## config.mk

```make
export PLATFORM = sky130hd
export DESIGN_NAME = clock_gen_multi
export DESIGN_NICKNAME = d
export VERILOG_FILES = /design/src/rtl/clock_gen_multi.sv
export SDC_FILE = /design/constraint.sdc
export NUM_CORES = 1
export LEC_CHECK = 0
export ABC_CLOCK_PERIOD_IN_PS = 4900
export BUFFER_PORTS_ARGS = -buffer_cell sky130_fd_sc_hd__buf_2
export CELL_PAD_IN_SITES_DETAIL_PLACEMENT = 1
export CELL_PAD_IN_SITES_GLOBAL_PLACEMENT = 1
export CORE_MARGIN = 2
export CORE_UTILIZATION = 48
export CTS_BUF_LIST = sky130_fd_sc_hd__clkbuf_8
export DETAILED_ROUTE_END_ITERATION = 7
export GPL_ROUTABILITY_DRIVEN = 0
export PLACE_DENSITY = 0.82
export SETUP_SLACK_MARGIN = 0.02
export SLEW_MARGIN = 20
export SYNTH_ARGS = -nofsm -noshare
export SYNTH_HDL_FRONTEND = slang
export SYNTH_SLANG_ARGS = --single-unit
export TNS_END_PERCENT = 5
```

## constraint.sdc

```tcl
create_clock -name clk -period 4.9 [get_ports clk]
set_input_delay 0.98 -clock clk [delete_from_list [all_inputs] [get_ports clk]]
set_output_delay 0.98 -clock clk [all_outputs]
set_load 0.03 [all_outputs]
```

## src/rtl/clock_gen_multi.sv

```systemverilog
// rtl/clock_gen_multi.sv - multi-channel clock divider with rise/fall/mid strobes
module clock_gen_multi #(
    parameter int CHANNELS     = 2,
    parameter int CNT_W        = 16,
    parameter int DEFAULT_HALF = 125,
    parameter bit IDLE_LEVEL   = 1'b0
) (
    input  logic                      clk,
    input  logic                      reset_p,
    input  logic [CHANNELS-1:0]       ch_en,
    input  logic                      sync_p,
    input  logic [CHANNELS-1:0]       div_wr,
    input  logic [CNT_W-1:0]          div_data,
    output logic [CHANNELS-1:0]       clk_out,
    output logic [CHANNELS-1:0]       rise_tick,
    output logic [CHANNELS-1:0]       fall_tick,
    output logic [CHANNELS-1:0]       mid_tick,
    output logic [CHANNELS*CNT_W-1:0] half_cur
);

    localparam logic [CNT_W-1:0] DEF_H = CNT_W'(DEFAULT_HALF);

    logic [CNT_W-1:0] wr_val;

    // A zero half-period is meaningless; it is clamped to the fastest rate.
    always_comb wr_val = (div_data == '0) ? CNT_W'(1) : div_data;

    for (genvar i = 0; i < CHANNELS; i++) begin : g_ch
        logic [CNT_W-1:0] h_q, h_d, p_q, p_d, cnt_q, cnt_d, h_next;
        logic             pend_q, pend_d, en_q, en_d, lvl_q, lvl_d;
        logic             rise_q, rise_d, fall_q, fall_d, mid_q, mid_d;
        logic             restart, toggle;

        always_comb begin
            h_next  = div_wr[i] ? wr_val : (pend_q ? p_q : h_q);
            restart = ch_en[i] && (!en_q || sync_p);
            toggle  = ch_en[i] && !restart && (cnt_q == h_q - CNT_W'(1));
            h_d     = h_q;
            p_d     = p_q;
            pend_d  = pend_q;
            cnt_d   = cnt_q;
            en_d    = ch_en[i];
            lvl_d   = lvl_q;
            rise_d  = 1'b0;
            fall_d  = 1'b0;
            mid_d   = 1'b0;
            // H may only change where the counter restarts, so no half-period is truncated.
            if (!ch_en[i] || restart) begin
                cnt_d  = '0;
                lvl_d  = IDLE_LEVEL;
                h_d    = h_next;
                pend_d = 1'b0;
            end else if (toggle) begin
                cnt_d  = '0;
                lvl_d  = !lvl_q;
                rise_d = !lvl_q;
                fall_d = lvl_q;
                h_d    = h_next;
                pend_d = 1'b0;
            end else begin
                cnt_d = cnt_q + CNT_W'(1);
                mid_d = (h_q >= CNT_W'(2)) && (cnt_q == (h_q >> 1) - CNT_W'(1));
                if (div_wr[i]) begin
                    p_d    = wr_val;
                    pend_d = 1'b1;
                end
            end
        end

        always_ff @(posedge clk or posedge reset_p) begin
            if (reset_p) begin
                h_q    <= DEF_H;
                p_q    <= DEF_H;
                pend_q <= 1'b0;
                cnt_q  <= '0;
                en_q   <= 1'b0;
                lvl_q  <= IDLE_LEVEL;
                rise_q <= 1'b0;
                fall_q <= 1'b0;
                mid_q  <= 1'b0;
            end else begin
                h_q    <= h_d;
                p_q    <= p_d;
                pend_q <= pend_d;
                cnt_q  <= cnt_d;
                en_q   <= en_d;
                lvl_q  <= lvl_d;
                rise_q <= rise_d;
                fall_q <= fall_d;
                mid_q  <= mid_d;
            end
        end

        assign clk_out[i]                  = lvl_q;
        assign rise_tick[i]                = rise_q;
        assign fall_tick[i]                = fall_q;
        assign mid_tick[i]                 = mid_q;
        assign half_cur[i*CNT_W +: CNT_W]  = h_q;
    end

endmodule

```

After elaboration in Yosys (flattened, before gate mapping)
Cells that the tools add are included.
{ "op_classes": {"bitwise": 4, "add_sub_neg": 6, "mux": 35, "n_eq_ne": 4, "order_cmp": 2, "n_reduce_logical": 27} }
{ "op_table": {"columns": ["op", "n"], "rows": [
  ["$mux W16", 13],
  ["$eq A16 B16 Y1", 4],
  ["$add A16 B1 Y16 const B", 2],
  ["$ge A16 B2 Y1 const B", 2],
  ["$sub A15 B1 Y16 const B", 2],
  ["$sub A16 B1 Y16 const B", 2],
  ["$mux W1", 22],
  ["$logic_not A16 Y1", 1],
  ["$logic_and A1 B1 Y1", 8],
  ["$logic_not A1 Y1", 8],
  ["$reduce_and A3 Y1", 2],
  ["$reduce_bool A3 Y1", 2],
  ["$logic_or A1 B1 Y1", 4],
  ["$not A1 Y1", 4],
  ["$reduce_bool A2 Y1", 2]
]} }
{ "totals": {"in_bits": 23, "word_cells": 96, "regBits": 108, "out_inout_bits": 40} }

Longest topological paths before layout
Gate-level depths: netlist (run 1).
{ "logic_depth": {"ltp_word": 8, "depth_mapped": 12, "ltp_nobuf": 9} }

Least setup slack after synthesis (run 1)
No wires, ideal clock.
{ "synth_path": {"path_type": "register -> register", "from": "register g_ch[1].h_q[1]", "to": "register g_ch[1].p_q[10]", "period_less_slack_ps": 3498, "path_buffers": 2, "t_required_ps": 4775, "setup_time_ps": 125, "arrival_time_ps": 3373, "stages_incl_launch_ff": 12, "setup_slack_ps": 1402, "path_cell_list": "dfrtp_1 > inv_1 > ha_1 > or4b_4 > o41a_1 > nand3b_1 > a2111o_1 > or4_1 > buf_2 > nand3_4 > buf_12 > mux2_4"} }
{ "synth_via": {"elab_chain_len": 5} }
{ "synth_rtl": {"columns": ["item", "line_no", "text"], "rows": [
  ["start: declaration", "29", "logic [CNT_W-1:0] h_q, h_d, p_q, p_d, cnt_q, cnt_d, h_next;"],
  ["start signal: assignment", "72", "h_q <= DEF_H;"],
  ["start signal: assignment", "82", "h_q <= h_d;"],
  ["$sub A16 B1 Y16", "37", "toggle = ch_en[i] && !restart && (cnt_q == h_q - CNT_W'(1));"],
  ["$eq A16 B16 Y1", "37", null],
  ["$logic_and A1 B1 Y1", "37", null],
  ["$not A1 Y1 (no source line)", null, null],
  ["$reduce_and A3 Y1 (no source line)", null, null],
  ["end signal: assignment", "83", "p_q <= p_d;"],
  ["end: declaration", "29", null]
]} }
Every way passes these cells.
A chain may end at the register's enable or synchronous reset.

Final worst setup path (run 1)
{ "layout_path": {"from": "register g_ch[0].h_q[1]", "to": "register g_ch[0].p_q[10]"} }
{ "layout_via": {"elab_chain_len": 5} }
{ "layout_rtl": {"columns": ["item", "line_no"], "rows": [
  ["start: declaration", "29"],
  ["start signal: assignment", "72"],
  ["start signal: assignment", "82"],
  ["$sub A16 B1 Y16", "37"],
  ["$eq A16 B16 Y1", "37"],
  ["$logic_and A1 B1 Y1", "37"],
  ["$not A1 Y1 (no source line)", null],
  ["$reduce_and A3 Y1 (no source line)", null],
  ["end signal: assignment", "83"],
  ["end: declaration", "29"]
]} }
Every way passes these cells.

==> results.ini, run 1 <==
[clocking]
cts_max_level = 3
clk_latency_ns = 0.40
numClockSinks = 108
cts_max_path_buffers = 2
clk_pin_slew_worst_paths_ns = 0.10
cts_tree = done
holdBufCountCts = 0
cts_buffers = 9
cts_resized = 0
root_buffer = clkbuf_8
post_cts_buffers = 0

[power_and_ir_drop]
p_int_mw = 1.41
clkPwrFrac_pct = 22.8
irDropWorstVdd_mv = 0.222
cellLeakagePower_nw = 3.01
comb_power_share_pct = 23.6
seqPwrFrac_pct = 53.6
finalPower_mw = 2.15
pwr_density_cell_nw_per_um2 = 293
p_sw_mw = 0.744
switching_share_pct = 34.6

[route]
ant_nets = 0
drc = 0
wirelength_um = 19900
avgViaCountPerCell = 6.16
dr.pass1.iters = 4
drt_iter0_markers = 342
vias = 5829
wl_per_cell_um = 21.0

[logic_synthesis]
synth_nets = 784
synth_top_cell_by_area = dfrtp_1
syn_area_um2 = 6940
yosysSeqAreaShare_pct = 39.4
synth_cell_type_count = 72
synthesis.instances = 753
synth_top_cell_area_share_pct = 30.3
synth_warnings = 0
syn_avg_cell_area_um2 = 9.22
netlist_top_cells_area = dfrtp_1 30%, dfstp_2 9.1%, xor2_1 6.3%
synth_edf_count = 0
ys.flop_type = dfrtp_1
yosys-top-cells-count = 93 x nor2_1, 84 x dfrtp_1, 50 x xor2_1
ys_ff_latch = 108
ys_async_sr_fraction_pct = 100
synth_most_common_cell = nor2_1

[global_routing]
first_global_vias = 6185
grt_max_degree = 72
grt_pass1_wl_um = 32700
antenna_found_initial = 0
grtUsageTotal_pct = 26.1
grt_remaining_overflow = 0

[final_layout]
nNetsFinal = 793
drive_above_1_share_pct = 19.4
area_growth_pct = 5.75
regArea_um2 = 2730
multiInputGateArea_um2 = 3800
diodes = 0
fillers = 1629

[place]
dp_slack_ns = 0.860
port_buffers = 62
place_hpwl_um = 14800

[worst_setup_path]
worstReg2RegStart = g_ch[0].h_q[1]
reg2reg_slack_ns = 0.73
crit_fanout = 16
cp-startpoint = g_ch[0].h_q[1]
crit_arrival_ns = 4.45
crit_type = reg2reg
reg2reg_to = g_ch[0].p_q[10]
worst_ep_required_time_ns = 5.18
reg2regPathDepth = 9
crit_path_end_kind = register
cp-start-kind = register
crit_end = g_ch[0].p_q[10]

[sta]
fin_skew_ns = 0.0172
finalCriticalPeriod_ns = 4.17
finalHoldViolCount = 0
setup_violations = 0
setup_ws_ns = 0.732
rsz0062_at_grt = false
relSlewSlack_pct = 36.6
slew_violations = 0
fin_tns_setup_ns = 0
min_period_over_period_pct = 85.1
worst_slew_pin_slew_ns = 0.938
fmax_ghz = 0.240
whs_ns = 0.463

[floorplanning]
ioPinCount = 63
coreArea_um2 = 14000
die_height_um = 124
dieArea_um2 = 15400
initial_utilization_pct = 49.6
core.rowCount = 43
fp.dieW_um = 124

[run_status]
status = complete, no violations

[job]
maxCapViolCount = 0

[worst_hold_path]
hold_class = reg2reg

[worst max-delay path, stage by stage (launching register included)]
cell and delay [ns]:
dfrtp_1 0.47, inv_1 0.15, ha_1 0.37, nor4b_1 0.53
nand4_1 0.26, or4bb_1 0.56, a32oi_1 0.25, nand4b_1 0.37
nand3_1 0.68, mux2_2 0.41
[stage by stage]
step | util [%] | instances | area (µm²)
floorplan | - | 753 | 6940
global placement | 51.3 | 931 | 7180
detailed placement | 51.3 | 931 | 7180
CTS | 52.5 | 947 | 7340
global route | 52.5 | 947 | 7340
finish | 52.5 | 947 | 7340
[kinds of logic after synthesis]
logic type	after synthesis	share of synthesized area [%]
fa+ha+maj	8	1.44
buf+inv	88	5.81
xor+xnor	99	12.5
simple gates	276	20.6
compound gates	134	13.4
mux	40	6.89
flops	108	39.4
[layout make-up]
class	instances	area share, %
Multi-Input combinational cell	557	51.8
Sequential cell	108	37.2
Timing Repair Buffer	65	4.54
Tap cell	180	3.07
Clock buffer	9	1.69
Inverter	21	1.11
Clock inverter	7	0.529
[worst min-delay path by stage]
| stage | startpoint | endpoint | slack [ns] | depth (start not counted) |
|---|---|---|---|---|
| floorplan | g_ch[1].lvl_q | g_ch[1].rise_q | 0.43 | 1 |
| global placement | g_ch[1].lvl_q | g_ch[1].rise_q | 0.46 | 1 |
| detailed placement | g_ch[1].lvl_q | g_ch[1].rise_q | 0.46 | 1 |
| CTS | g_ch[1].lvl_q | g_ch[1].rise_q | 0.47 | 1 |
| global route | g_ch[1].lvl_q | g_ch[1].rise_q | 0.51 | 1 |
| finish | g_ch[1].lvl_q | g_ch[1].rise_q | 0.46 | 1 |
[placed cells by master (no fill, tap or decap), types with 17 or more instances in the layout]
cell type / n
o22ai_1: 25
nand2_1: 43
o21ai_0: 25
nand3_1: 28
inv_1: 23
dfstp_2: 24
nor2_1: 93
xor2_1: 50
dfrtp_1: 84
nor3_1: 17
buf_2: 62
mux2_2: 22
xnor2_1: 49
[power groups by stage]
stage	logic (mW)	registers [mW]	clock network, mW
2_1_floorplan	0.363	1.14	0
3_3_place_gp	0.482	1.15	0
3_5_place_dp	0.504	1.16	0
4_1_cts	0.508	1.15	0.499
5_1_grt	0.548	1.17	0.536
6_report	0.507	1.15	0.491
[flip-flops by register name, summed over array words and instances (netlist names)]
name and flops:
g_ch.cnt_q 32, g_ch.h_q 32, g_ch.p_q 32, g_ch.en_q 2, g_ch.fall_q 2, g_ch.lvl_q 2
g_ch.mid_q 2, g_ch.pend_q 2, g_ch.rise_q 2
[routing by layer]
metal  vias to the layer above  track usage, %  part of all wire, %  wire length (µm)
li1                       2686               -                    -                 -
met1                      2970            35.2                   46              9140
met2                       149            43.5                   48              9640
met3                        24            3.57                  4.0               806
met4                         0            8.66                  1.7               338
met5                         -               0                    0                 0
(Power assumes the default switching activity.)
==> run 2: changes to the inputs <==
--- a/config.mk
+++ b/config.mk
@@ -10,5 +10,5 @@
 export CELL_PAD_IN_SITES_DETAIL_PLACEMENT = 1
 export CELL_PAD_IN_SITES_GLOBAL_PLACEMENT = 1
-export CORE_MARGIN = 2
+export CORE_MARGIN = 4
 export CORE_UTILIZATION = 48
 export CTS_BUF_LIST = sky130_fd_sc_hd__clkbuf_8
==> constraint.sdc (replaced) <==
create_clock -name clk -period 4.9 [get_ports clk]
set_input_delay 0.735 -clock clk [delete_from_list [all_inputs] [get_ports clk]]
set_output_delay 0.735 -clock clk [all_outputs]
set_load 0.03 [all_outputs]
==> run 2 against run 1 <==
Sequential share of layout area fell by 0.23 points. Non-clock buffer count rose by 1. Fmax rose by 6.2%. Critical path type unchanged. Critical endpoint is now g_ch[0].h_q[12]. Largest power group unchanged.
==> results.ini, run 2 (synthesized netlist as in run 1, its figures left out) <==
[global_routing]
first_global_vias = 6236  ; +0.82%
grt_pass1_wl_um = 32900  ; +0.69%
gr-usage-met2_pct = 40.3  ; -3.2 points
grt_use_met3_pct = 3.96  ; +0.39 points
antenna_found_initial = 0  ; unchanged
use_met1_pct = 34.9  ; -0.32 points
busiest_layer = met2
grt_remaining_overflow = 0  ; unchanged
grtUsageTotal_pct = 25.1  ; -1.0 points
grt_max_degree = 70  ; -2.8%

[sta]
fmax_ghz = 0.255  ; +6.2%
setup_ws_ns = 0.975  ; +0.243 ns
finalHoldViolCount = 0  ; unchanged
fin_skew_ns = 0.0165  ; -0.000752 ns
relSlewSlack_pct = 38.4  ; +1.8 points
whs_ns = 0.464  ; +0.000783 ns
finalCriticalPeriod_ns = 3.92  ; -0.243 ns
fin_tns_setup_ns = 0  ; unchanged
worst_slew_pin_slew_ns = 0.911  ; -0.0273 ns
slew_violations = 0  ; unchanged
min_period_over_period_pct = 80.1  ; -5.0 points
rsz0062_at_grt = false
setup_violations = 0  ; unchanged

[power_and_ir_drop]
irDropWorstVdd_mv = 0.220  ; -0.69%
finalPower_mw = 2.22  ; +3.4%
pwr_density_cell_nw_per_um2 = 301  ; +2.8%
cellLeakagePower_nw = 3.02  ; +0.40%

[floorplanning]
core.rowCount = 43  ; unchanged
die_height_um = 128  ; +3.2%
dieArea_um2 = 16400  ; +6.5%
fp.dieW_um = 128  ; +3.2%
ioPinCount = 63  ; unchanged
coreArea_um2 = 14000  ; +0.38%
initial_utilization_pct = 49.4  ; -0.19 points

[worst_setup_path]
path_cells = inv_1 > ha_1 > nor4b_1 > nand4_1 > or4bb_1 > a32oi_1 > nand4b_1 > nand2_1 > buf_4 > a2bb2oi_1
critPathSlowestCell = nand2_1
worstReg2RegStart = g_ch[0].h_q[1]
reg2reg_to = g_ch[0].h_q[12]
crit_fanout = 17  ; +1
reg2regPathDepth = 10  ; +1
crit_family = simple AND/OR/NAND/NOR gates
reg2reg_slack_ns = 0.98  ; +0.24 ns
crit_arrival_ns = 4.19  ; -0.26 ns
worst_ep_required_time_ns = 5.17  ; about the same
cpPeakStageDelay_ns = 0.63  ; -0.05 ns
crit_buf_inv = 2  ; +1
cp-start-kind = register
crit_path_end_kind = register
crit_type = reg2reg

[final_layout]
diodes = 0  ; unchanged
design_area_um2 = 7380  ; +0.63%
drive_above_1_share_pct = 19.8  ; +0.37 points
area_growth_pct = 6.42
instances_no_fill = 948  ; +0.11%
layout.cells.most_common = nor2_1
post-route-util_pct = 52.6  ; +0.13 points
final_cell_mix = 93 x nor2_1, 84 x dfrtp_1, 62 x buf_2, 50 x xor2_1, 49 x xnor2_1
nNetsFinal = 794  ; +0.13%
reg_top3 = g_ch.cnt_q (32), g_ch.h_q (32), g_ch.p_q (32)

[route]
vias = 5875  ; +0.79%
wirelength_um = 19900  ; -0.34%
wl_per_cell_um = 20.9  ; -0.45%
drt_iter0_markers = 383  ; +12%
drc = 0  ; unchanged
avgViaCountPerCell = 6.20  ; +0.68%
ant_nets = 0  ; unchanged
dr.pass1.iters = 5  ; +1

[clocking]
cts_max_level = 3  ; unchanged
cts_buffers = 9  ; unchanged
holdBufCountCts = 0  ; unchanged
cts_max_path_buffers = 2  ; unchanged
post_cts_buffers = 0  ; unchanged
clk_latency_ns = 0.39  ; about the same
numClockSinks = 108  ; unchanged
clk_pin_slew_worst_paths_ns = 0.10  ; about the same
cts_resized = 0  ; unchanged
cts_tree = done
root_buffer = clkbuf_8

[worst_hold_path]
hold_class = in2reg
hp-start = ch_en[0]
hold-path-cell-count = 1  ; unchanged
min_to = g_ch[0].en_q

[place]
dpl.cell_count = 932  ; +0.11%
port_buffers = 62  ; unchanged
placed_cell_area_um2 = 7180  ; +0.10%
place_hpwl_um = 14800  ; +0.13%
dp_slack_ns = 1.04  ; +0.180 ns

[run_status]
status = complete, no violations

[job]
maxCapViolCount = 0  ; unchanged

run 2: routing by layer:
metal  wire length, µm  vias to the layer above
li1                  -                     2693
met1              9350                     3003
met2              9330                      150
met3               827                       29
met4               336                        0
met5                 0                        -
run 2: how the worst max path moves through the flow:
| stage | from | end | slack, ns | cells past startpoint |
|---|---|---|---|---|
| after floorplan | reset_p | g_ch[0].cnt_q[0] | 1.36 | 1 |
| after global placement | g_ch[1].h_q[1] | g_ch[1].p_q[7] | 1.19 | 9 |
| after detailed placement | g_ch[0].h_q[1] | g_ch[0].p_q[12] | 1.04 | 9 |
| after CTS | g_ch[0].h_q[1] | g_ch[0].p_q[12] | 1.01 | 9 |
| after global routing | g_ch[0].h_q[1] | g_ch[0].h_q[9] | 0.70 | 10 |
| final | g_ch[0].h_q[1] | g_ch[0].h_q[12] | 0.98 | 10 |
run 2: cell type report:
class	instances	area, µm²
clock buffer	10	138
clock inverter	6	63.8
fill	1630	6660
inverter	21	81.3
multi-input combinational	557	3800
sequential	108	2730
tap	180	225
timing repair buffer	66	340
run 2: report_power, final:
group | total (mW) | switching [mW] | internal, mW
logic | 0.512 | 0.294 | 0.218
clock network | 0.566 | 0.315 | 0.251
registers | 1.15 | 0.137 | 1.01
total | 2.22 | 0.746 | 1.48
